## src/rtl/scroll_msg_display_if.sv

```systemverilog
// Message-buffer load bus for scroll_msg_display: write strobe, glyph address and glyph data.
interface scroll_msg_display_if #(
    parameter int MSG_LEN = 8
);
    localparam int AW = (MSG_LEN > 1) ? $clog2(MSG_LEN) : 1;

    logic          load_we;
    logic [AW-1:0] load_addr;
    logic [6:0]    load_data;

    modport master (output load_we, output load_addr, output load_data);
    modport slave  (input  load_we, input  load_addr, input  load_data);
endinterface

```

## src/rtl/scroll_msg_display.sv

```systemverilog
// Single-clock scrolling-message controller for an active-low seven-segment bank.
// Optional macro SCROLL_DIR_EN adds a 'dir' input selecting right-to-left scrolling.
module scroll_msg_display #(
    parameter int NDIG    = 8,
    parameter int MSG_LEN = 8,
    parameter int CLK_DIV = 6250000,
    parameter int NSPEED  = 5,
    parameter int SPD_RST = 2
) (
    input  logic                      CLOCK_50,
    input  logic                      Resetn,
    input  logic                      clear,
    input  logic                      run,
    input  logic                      faster_n,
    input  logic                      slower_n,
`ifdef SCROLL_DIR_EN
    input  logic                      dir,
`endif
    scroll_msg_display_if.slave       load,
    output logic [7*NDIG-1:0]         hex,
    output logic [$clog2(NSPEED)-1:0] speed,
    output logic                      scroll_tick,
    output logic                      filling
);
    localparam int AW = (MSG_LEN > 1) ? $clog2(MSG_LEN) : 1;
    localparam int SW = $clog2(NSPEED);
    localparam int PW = (CLK_DIV > 1) ? $clog2(CLK_DIV) : 1;
    localparam int CW = $clog2(NDIG + 1);

    localparam logic [PW-1:0] PRE_LAST  = PW'(CLK_DIV - 1);
    localparam logic [AW-1:0] LAST_ADDR = AW'(MSG_LEN - 1);
    localparam logic [SW-1:0] SPD_MAX   = SW'(NSPEED - 1);
    localparam logic [SW-1:0] SPD_INIT  = SW'(SPD_RST);
    localparam logic [CW-1:0] FILL_LAST = CW'(NDIG - 1);
    localparam logic [6:0]    BLANK     = 7'h7F;

    typedef enum logic {FILL, LOOP} state_t;

    state_t            state, state_next;
    logic [PW-1:0]     pre_cnt;
    logic [NSPEED-1:0] spd_cnt;
    logic [NSPEED-1:0] spd_mask;
    logic              base_tick;
    logic              shift_en;
    logic [1:0]        fast_sync, slow_sync;
    logic              fast_prev, slow_prev;
    logic              fast_press, slow_press;
    logic [SW-1:0]     speed_next;
    logic [CW-1:0]     fill_cnt;
    logic [AW-1:0]     ptr, ptr_next;
    logic              dir_sel;
    logic [6:0]        digits      [NDIG];
    logic [6:0]        digits_next [NDIG];
    logic [6:0]        msg_buf     [MSG_LEN];

    function automatic logic [6:0] hello_glyph(input int idx);
        case (idx)
            0:       return 7'h48;
            1:       return 7'h30;
            2:       return 7'h71;
            3:       return 7'h71;
            4:       return 7'h01;
            default: return 7'h7F;
        endcase
    endfunction

`ifdef SCROLL_DIR_EN
    assign dir_sel = dir;
`else
    assign dir_sel = 1'b0;
`endif

    // Base tick prescaler; holding run low freezes it mid-count rather than restarting it.
    always_ff @(posedge CLOCK_50 or negedge Resetn) begin
        if (!Resetn) begin
            pre_cnt <= '0;
        end else if (clear) begin
            pre_cnt <= '0;
        end else if (run) begin
            pre_cnt <= (pre_cnt == PRE_LAST) ? '0 : pre_cnt + PW'(1);
        end
    end

    assign base_tick = run && (pre_cnt == PRE_LAST);

    always_comb begin
        spd_mask = '0;
        for (int i = 0; i < NSPEED; i++) begin
            spd_mask[i] = (SW'(i) <= speed);
        end
    end

    assign shift_en = base_tick && ((spd_cnt & spd_mask) == spd_mask);

    always_ff @(posedge CLOCK_50 or negedge Resetn) begin
        if (!Resetn) begin
            spd_cnt <= '0;
        end else if (clear) begin
            spd_cnt <= '0;
        end else if (base_tick) begin
            spd_cnt <= spd_cnt + NSPEED'(1);
        end
    end

    // Keys idle high, so the synchronisers reset to 1 to avoid a phantom press after reset.
    always_ff @(posedge CLOCK_50 or negedge Resetn) begin
        if (!Resetn) begin
            fast_sync <= 2'b11;
            slow_sync <= 2'b11;
            fast_prev <= 1'b1;
            slow_prev <= 1'b1;
        end else begin
            fast_sync <= {fast_sync[0], faster_n};
            slow_sync <= {slow_sync[0], slower_n};
            fast_prev <= fast_sync[1];
            slow_prev <= slow_sync[1];
        end
    end

    assign fast_press = fast_prev && !fast_sync[1];
    assign slow_press = slow_prev && !slow_sync[1];

    always_comb begin
        speed_next = speed;
        if (fast_press && !slow_press && speed != '0) begin
            speed_next = speed - SW'(1);
        end else if (slow_press && !fast_press && speed != SPD_MAX) begin
            speed_next = speed + SW'(1);
        end
    end

    always_ff @(posedge CLOCK_50 or negedge Resetn) begin
        if (!Resetn) begin
            speed <= SPD_INIT;
        end else if (clear) begin
            speed <= SPD_INIT;
        end else begin
            speed <= speed_next;
        end
    end

    always_ff @(posedge CLOCK_50 or negedge Resetn) begin
        if (!Resetn) begin
            state <= FILL;
        end else begin
            state <= state_next;
        end
    end

    always_comb begin
        state_next = state;
        filling    = 1'b0;
        case (state)
            FILL: begin
                filling = 1'b1;
                if (shift_en && fill_cnt == FILL_LAST) begin
                    state_next = LOOP;
                end
            end
            LOOP: state_next = LOOP;
            default: state_next = FILL;
        endcase
        if (clear) begin
            state_next = FILL;
        end
    end

    always_ff @(posedge CLOCK_50 or negedge Resetn) begin
        if (!Resetn) begin
            fill_cnt <= '0;
        end else if (clear) begin
            fill_cnt <= '0;
        end else if (shift_en && state == FILL) begin
            fill_cnt <= fill_cnt + CW'(1);
        end
    end

    // Next display contents for either scroll direction; the entering glyph always comes from buf[ptr].
    always_comb begin
        for (int i = 0; i < NDIG; i++) begin
            digits_next[i] = digits[i];
        end
        ptr_next = ptr;
        if (dir_sel) begin
            for (int i = 0; i < NDIG - 1; i++) begin
                digits_next[i] = digits[i+1];
            end
            digits_next[NDIG-1] = msg_buf[ptr];
            ptr_next = (ptr == '0) ? LAST_ADDR : ptr - AW'(1);
        end else begin
            for (int i = 1; i < NDIG; i++) begin
                digits_next[i] = digits[i-1];
            end
            digits_next[0] = msg_buf[ptr];
            ptr_next = (ptr == LAST_ADDR) ? '0 : ptr + AW'(1);
        end
    end

    always_ff @(posedge CLOCK_50 or negedge Resetn) begin
        if (!Resetn) begin
            for (int i = 0; i < NDIG; i++) begin
                digits[i] <= BLANK;
            end
            ptr         <= '0;
            scroll_tick <= 1'b0;
        end else if (clear) begin
            for (int i = 0; i < NDIG; i++) begin
                digits[i] <= BLANK;
            end
            ptr         <= '0;
            scroll_tick <= 1'b0;
        end else begin
            scroll_tick <= shift_en;
            if (shift_en) begin
                for (int i = 0; i < NDIG; i++) begin
                    digits[i] <= digits_next[i];
                end
                ptr <= ptr_next;
            end
        end
    end

    // clear leaves the buffer alone; a write racing a shift of the same slot lands after the read.
    always_ff @(posedge CLOCK_50 or negedge Resetn) begin
        if (!Resetn) begin
            for (int i = 0; i < MSG_LEN; i++) begin
                msg_buf[i] <= hello_glyph(i);
            end
        end else if (load.load_we) begin
            msg_buf[load.load_addr] <= load.load_data;
        end
    end

    always_comb begin
        hex = '0;
        for (int i = 0; i < NDIG; i++) begin
            hex[7*i +: 7] = digits[i];
        end
    end
endmodule

```

## src/flat_wrapper.sv

```systemverilog
// flat-port wrapper written by rule: the top's interface ports become plain ports
module scroll_msg_display_flat 
#(
    parameter int NDIG    = 8,
    parameter int MSG_LEN = 8,
    parameter int CLK_DIV = 6250000,
    parameter int NSPEED  = 5,
    parameter int SPD_RST = 2
)
  (CLOCK_50, Resetn, clear, run, faster_n, slower_n, hex, speed, scroll_tick, filling, load_load_we, load_load_addr, load_load_data);
  scroll_msg_display_if #(.MSG_LEN(MSG_LEN)) load_i ();
  input  logic CLOCK_50;
  input  logic Resetn;
  input  logic clear;
  input  logic run;
  input  logic faster_n;
  input  logic slower_n;
  output logic [7*NDIG-1:0] hex;
  output logic [$clog2(NSPEED)-1:0] speed;
  output logic scroll_tick;
  output logic filling;
  input wire logic [$bits(load_i.load_we)-1:0] load_load_we;
  input wire logic [$bits(load_i.load_addr)-1:0] load_load_addr;
  input wire logic [$bits(load_i.load_data)-1:0] load_load_data;
  assign load_i.load_we = load_load_we;
  assign load_i.load_addr = load_load_addr;
  assign load_i.load_data = load_load_data;
  scroll_msg_display #(.NDIG(NDIG), .MSG_LEN(MSG_LEN), .CLK_DIV(CLK_DIV), .NSPEED(NSPEED), .SPD_RST(SPD_RST)) u_core (.CLOCK_50(CLOCK_50), .Resetn(Resetn), .clear(clear), .run(run), .faster_n(faster_n), .slower_n(slower_n), .load(load_i), .hex(hex), .speed(speed), .scroll_tick(scroll_tick), .filling(filling));
endmodule
```

## config.mk

```make
export PLATFORM = sky130hd
export DESIGN_NAME = scroll_msg_display_flat
export DESIGN_NICKNAME = d
export VERILOG_FILES = /design/src/rtl/scroll_msg_display_if.sv /design/src/rtl/scroll_msg_display.sv /design/src/flat_wrapper.sv
export SDC_FILE = /design/constraint.sdc
export NUM_CORES = 1
export LEC_CHECK = 0
export ABC_AREA = 1
export BUFFER_PORTS_ARGS = -buffer_cell sky130_fd_sc_hd__buf_4
export CORE_AREA = 2 2 143 145
export CTS_CLUSTER_SIZE = 16
export DETAILED_ROUTE_END_ITERATION = 12
export DIE_AREA = 0 0 145 147
export PLACE_DENSITY_LB_ADDON = 0.2
export SLEW_MARGIN = 5
export SYNTH_ARGS = -nofsm -noshare
export SYNTH_HDL_FRONTEND = slang
export SYNTH_SLANG_ARGS = --single-unit
```

## constraint.sdc

```tcl
create_clock -name CLOCK_50 -period 1.6 [get_ports CLOCK_50]
set_input_delay 0.4 -clock CLOCK_50 [delete_from_list [all_inputs] [get_ports CLOCK_50]]
set_output_delay 0.4 -clock CLOCK_50 [all_outputs]
set_load 0.02 [all_outputs]
```

==> impl_metrics.tcl, run 1 <==
set metrics [dict create \
    p_comb_share_pct 13.8 \
    path_class "register to register" \
    finalCritPeriodShare_pct 119 \
    clk_pin_slew_ns 0.07 \
    dp_hpwl_um 12800 \
    cts_root_buf "clkbuf_16" \
    synth_cells 931 \
    final_common_cell "nand2_1" \
    pre_cts_ws_ns -0.194 \
    postRouteAntennaNets 0 \
    violations "negative setup slack" \
    die_width_um 145 \
    critPathMaxFanout 10 \
    dieHeight_um 147 \
    worst_slack_ns -0.307 \
    synthesis.area_mm2 0.00779 \
    whs_path_depth 1 \
    power.share.clock_pct 38.9 \
    antenna_found_initial 0 \
    dp_cells 1309 \
    grt_pass1_vias 6441 \
    slowest_delay_ns 0.46 \
    setup_violations 66 \
    place.port_buffers 77 \
    worst_ir_drop_vdd_uv 852 \
    viasPerCell 4.95 \
    wl_um 19800 \
    fmax_mhz 524 \
    maxCapViolations 0 \
    p_int_w 0.00740 \
    ios 78 \
    p_sw_w 0.00291 \
    synthesis.nets 958 \
    slew_violations 0 \
    dr_total_vias 6681 \
    fin_cells 1349 \
    clock_sinks 158 \
    drive_gt1_share_pct 36.4 \
    ys_seq_elements 158 \
    track_usage_pct 18.6 \
    cts_tree "built" \
    cellPowerDensity_mw_per_mm2 998 \
    synthToLayoutAreaGrowth_pct 32.5 \
    finalCriticalPeriod_ns 1.91 \
    p_leak_nw 4.80 \
    cts_buffers 17 \
    grt_pass1_wl_um 32500 \
    drcViolationCount 0 \
    start_kind "register" \
    antenna_cells 0 \
    crit_arrival_ns 2.27 \
    endpoint_kind "register" \
    mostFrequentLayoutCells "nand2_1, buf_4, dfstp_2, o21ai_0, inv_1" \
    dieArea_mm2 0.0213 \
    rsz0062_at_grt "true" \
    clk_latency_ns 0.42 \
    cts_max_level 4 \
    cp_cell_sequence "buf_4 > nor2_1 > nand2_1 > nand2_1 > nand2_1 > nor2_2 > nand2_2 > nor2_4 > buf_12 > clkbuf_16 > a21oi_1 > nand2_1" \
    dr.pass1.iters 4 \
    fin_skew_ns 0.00885 \
    gp_congestion 0.829 \
    relSlewSlack_pct 72.7 \
    min_path_type "primary input to register" \
    synth_area_per_cell_um2 8.37 \
    drt_iter0_drc 353 \
    cp_slowest_cell "dfrtp_2" \
    status "complete, but fails checks" \
    num_rows 52 \
    cp_common_cell "nand2_1" \
    p_sw_share_pct 28.2 \
    overflow 0 \
    nFillCells 1861 \
    grt_max_degree 60 \
    ys_seq_area_share_pct 52.3 \
    ys_types 31 \
    wl_per_cell_um 14.7 \
    start_util_pct 39.3 \
    clockBufferDepth 2 \
    hold_violations 0 \
    cp.required_ns 1.96 \
    coreArea_mm2 0.0198 \
    r2r_cells 12 \
    ys_warn_count 0 \
    tightest_slew_ns 0.405 \
    pwr-share-seq_pct 47.3 \
    finalNetCount 1093 \
]
[flip-flops by register name, indices dropped and copies added (netlist names)]
| name | flops |
|---|---|
| u_core.msg_buf | 56 |
| u_core.hex | 56 |
| u_core.speed | 3 |
| u_core.slow_sync | 2 |
| u_core.slow_prev | 1 |
| u_core.ptr | 3 |
| u_core.spd_cnt | 5 |
| u_core.state | 1 |
| u_core.fast_prev | 1 |
| u_core.scroll_tick | 1 |
| u_core.fill_cnt | 4 |
| u_core.pre_cnt | 23 |
| u_core.fast_sync | 2 |
[path summary, 6_finish.rpt]
kind / from / end / slack, ns
max in group asynchronous: Resetn / u_core.speed[1] / 0.60
min in group asynchronous: Resetn / u_core.spd_cnt[2] / 0.39
setup / recovery: u_core.speed[0] / u_core.hex[25] / -0.31
hold / removal: slower_n / u_core.slow_sync[0] / 0.09
hold reg to reg: u_core.slow_sync[0] / u_core.slow_sync[1] / 0.35
setup reg to reg: u_core.speed[0] / u_core.hex[25] / -0.31
[cell usage after synthesis (all sizes together)]
master | n | share of area (%)
nand4 | 15 | 1.3
o211ai | 9 | 0.87
buf | 23 | 1.9
o221ai | 1 | 0.11
dfrtp | 61 | 20
o21ai | 94 | 6.0
nor3 | 6 | 0.39
nor3b | 2 | 0.19
or2 | 1 | 0.080
xnor2 | 2 | 0.22
a31oi | 1 | 0.080
ha | 10 | 1.6
inv | 92 | 4.4
nor2 | 58 | 3.1
nand2 | 233 | 11
nor4 | 1 | 0.080
dfstp | 97 | 33
nand3 | 111 | 8.5
clkbuf | 25 | 1.2
xor2 | 12 | 1.3
o31ai | 2 | 0.19
a21oi | 75 | 4.8
[kinds of logic after synthesis]
logic type               Yosys count  synth area share, %
flip-flops                       158                 52.3
buffers and inverters            140                 7.51
adder cells (fa/ha/maj)           10                 1.61
AO/OA/AOI/OAI                    182                 12.1
XOR/XNOR                          14                 1.57
AND/OR/NAND/NOR                  427                 24.9
[layout make-up]
cell class | count | area (µm²) | area share [%]
clock buffer | 18 | 429 | 4.16
clock inverter | 14 | 151 | 1.47
inverter | 92 | 352 | 3.40
multi-input combinational | 633 | 3480 | 33.7
sequential | 158 | 4080 | 39.5
tap | 270 | 338 | 3.27
timing repair buffer | 164 | 1510 | 14.6
[power groups by stage]
stage | Clock, W | Combinational (W) | Sequential (W)
3_3_place_gp | 0 | 0.00133 | 0.00492
5_1_grt | 0.00425 | 0.00161 | 0.00493
6_report | 0.00401 | 0.00142 | 0.00487
3_5_place_dp | 0 | 0.00136 | 0.00492
2_1_floorplan | 0 | 0.000642 | 0.00501
4_1_cts | 0.00410 | 0.00137 | 0.00486
[stage by stage]
stage	hold slack (ns)	power [W]	area (µm²)	utilization, %	setup TNS, ns
2_1_floorplan	0.104	0.00565	7820	-	-10.86
3_3_place_gp	0.263	0.00625	9210	46.4	-13.04
3_5_place_dp	0.260	0.00628	9210	46.4	-13.24
4_1_cts	0.0790	0.0103	9900	49.9	-11.53
5_1_grt	0.0732	0.0108	10300	52.0	-26.47
6_report	0.0901	0.0103	10300	52.0	-16.84
[layer usage]
layer  share of wire, %  global-route usage (%)
met1                 47                    26.0
met2                 47                    29.6
met3                3.9                    3.39
met4                1.6                    6.09
met5                  0                       0
[critical path, delay by kind of cell (launching register included)]
kind | cells | cell delay, ns
simple gates | 8 | 0.83
buf+inv | 3 | 0.49
flops | 1 | 0.46
compound gates | 1 | 0.06
[repair_timing]
| action | 4_1_cts | 5_1_grt |
|---|---|---|
| setup buffers | 2 | 2 |
| gates resized for setup | 26 | 73 |
| endpoints found under the hold margin | 8 | 0 |
| endpoints found under the setup margin | 89 | 95 |
| pin swaps | 7 | 19 |
| hold buffers | 1 | 0 |
| gates cloned | 0 | 5 |
Note: power is estimated with default switching activity, not from simulation.
==> inputs of run 2 (changes only) <==
--- a/config.mk
+++ b/config.mk
@@ -12,6 +12,7 @@
 export DETAILED_ROUTE_END_ITERATION = 12
 export DIE_AREA = 0 0 145 147
 export PLACE_DENSITY_LB_ADDON = 0.2
+export SKIP_LAST_GASP = 1
 export SLEW_MARGIN = 5
 export SYNTH_ARGS = -nofsm -noshare
 export SYNTH_HDL_FRONTEND = slang
==> impl_metrics.tcl, run 2 (same netlist as run 1, synthesis figures left out) <==
set metrics [dict create \
    coreArea_mm2 0.0198 \
    final_common_cell "nand2_1" \
    place.port_buffers 77 \
    postRouteAntennaNets 0 \
    worst_slack_ns -0.301 \
    clock_sinks 158 \
    cts_tree "built" \
    clockBufferDepth 2 \
    endpoint "u_core.hex[25]" \
    dp_hpwl_um 12800 \
    grt_pass1_vias 6440 \
    antenna_cells 0 \
    start_kind "register" \
    r2r_end "u_core.hex[25]" \
    fin_skew_ns 0.00784 \
    num_rows 52 \
    cts_root_buf "clkbuf_16" \
    viasPerCell 4.93 \
    setup_violations 66 \
    cp.required_ns 1.96 \
    cellPowerDensity_mw_per_mm2 999 \
    whs_path_depth 1 \
    drt_iter0_drc 367 \
    worst_ir_drop_vdd_uv 853 \
    cts_buffers 17 \
    dieHeight_um 147 \
    dieArea_mm2 0.0213 \
    track_usage_pct 18.6 \
    grt-busiest-layer "met2" \
    relSlewSlack_pct 72.7 \
    finalCritPeriodShare_pct 119 \
    r2r_cells 13 \
    critPathMaxFanout 10 \
    placed_area_mm2 0.00921 \
    status "complete, but fails checks" \
    dr_total_vias 6651 \
    nFillCells 1865 \
    die_width_um 145 \
    cts_max_level 4 \
    drive_gt1_share_pct 36.2 \
    p_leak_nw 4.78 \
    fmax_mhz 526 \
    cp-startpoint "u_core.speed[1]" \
    use_met2_pct 29.6 \
    grt_max_degree 60 \
    r2r-start "u_core.speed[1]" \
    finalNetCount 1093 \
    hold_violations 0 \
    overflow 0 \
    ios 78 \
    antenna_found_initial 0 \
    drcViolationCount 0 \
    start_util_pct 39.3 \
    grtUsageMet3_pct 3.39 \
    clk_latency_ns 0.42 \
    grt_pass1_wl_um 32500 \
    synthToLayoutAreaGrowth_pct 32.2 \
    hold_ws_ns 0.0883 \
    endpoint_kind "register" \
    cp_slowest_cell "dfstp_2" \
    rsz0062_at_grt "true" \
    maxCapViolations 0 \
    path_class "register to register" \
    cp_cell_sequence "inv_4 > ha_4 > nor2_2 > nand2_1 > nand2_1 > nand2_1 > nor2_2 > nand2_2 > nor2_4 > buf_12 > clkbuf_16 > a21oi_1 > nand2_1" \
    dr.pass1.iters 5 \
    min_path_type "primary input to register" \
    gp_congestion 0.829 \
    finalCriticalPeriod_ns 1.90 \
    mostFrequentLayoutCells "nand2_1, buf_4, dfstp_2, o21ai_0, inv_1" \
    violations "negative setup slack" \
    slew_violations 0 \
    clk_pin_slew_ns 0.07 \
    slowest_delay_ns 0.55 \
    wl_per_cell_um 14.7 \
    crit_arrival_ns 2.26 \
    cp_common_cell "nand2_1" \
    fin_area_mm2 0.0103 \
    gr-usage-met1_pct 26.0 \
    tightest_slew_ns 0.406 \
    wl_um 19800 \
    reg2reg_slack_ns -0.30 \
]
run 2: layout make-up:
| type | count | area (µm²) | area share, % |
|---|---|---|---|
| Clock inverter | 14 | 151 | 1.47 |
| Sequential cell | 158 | 4080 | 39.6 |
| Multi-Input combinational cell | 633 | 3460 | 33.6 |
| Timing Repair Buffer | 164 | 1500 | 14.5 |
| Clock buffer | 18 | 429 | 4.17 |
| Inverter | 92 | 352 | 3.41 |
| Tap cell | 270 | 338 | 3.28 |
run 2: critical path, delay by kind of cell (launching register included):
kind / cells / cell delay, ns
compound gates: 1 / 0.07
fa+ha+maj: 1 / 0.15
buf+inv: 3 / 0.39
flops: 1 / 0.55
simple gates: 8 / 0.68
run 2: repair_timing:
item | CTS | global route
resized for setup | 25 | 67
setup buffers | 2 | 2
hold buffers | 1 | 0
pin swaps | 7 | 19
endpoints found under the setup margin | 89 | 95
hold endpoints to repair | 8 | 0
cloned | 0 | 5
run 2: power by group:
group          internal, W  switching, W
combinational     0.000579      0.000831
clock              0.00221       0.00180
sequential         0.00461      0.000267
total              0.00739       0.00290
run 2: per-stage QoR:
stage | setup WS, ns | power [W] | cells | TNS, ns | utilization [%]
finish | -0.301 | 0.0103 | 1349 | -16.64 | 51.9
global route | -0.449 | 0.0108 | 1349 | -26.33 | 51.9
CTS | -0.214 | 0.0103 | 1342 | -11.70 | 49.9
detailed placement | -0.194 | 0.00628 | 1309 | -13.24 | 46.4
global placement | -0.176 | 0.00625 | 1309 | -13.04 | 46.4
floorplan | -0.221 | 0.00565 | 931 | -10.86 | -
run 2: worst min path at each step:
| stage | from | endpoint | slack, ns |
|---|---|---|---|
| floorplan | Resetn | u_core.fill_cnt[0] | 0.10 |
| finish | slower_n | u_core.slow_sync[0] | 0.09 |
| global route | slower_n | u_core.slow_sync[0] | 0.07 |
| CTS | slower_n | u_core.slow_sync[0] | 0.08 |
| detailed placement | Resetn | u_core.spd_cnt[2] | 0.26 |
| global placement | Resetn | u_core.spd_cnt[1] | 0.26 |
run 2: per-layer routing:
layer / part of all wire [%] / vias up
li1: - / 3331
met5: 0 / -
met1: 48 / 3185
met2: 47 / 111
met3: 3.5 / 24
met4: 1.5 / 0
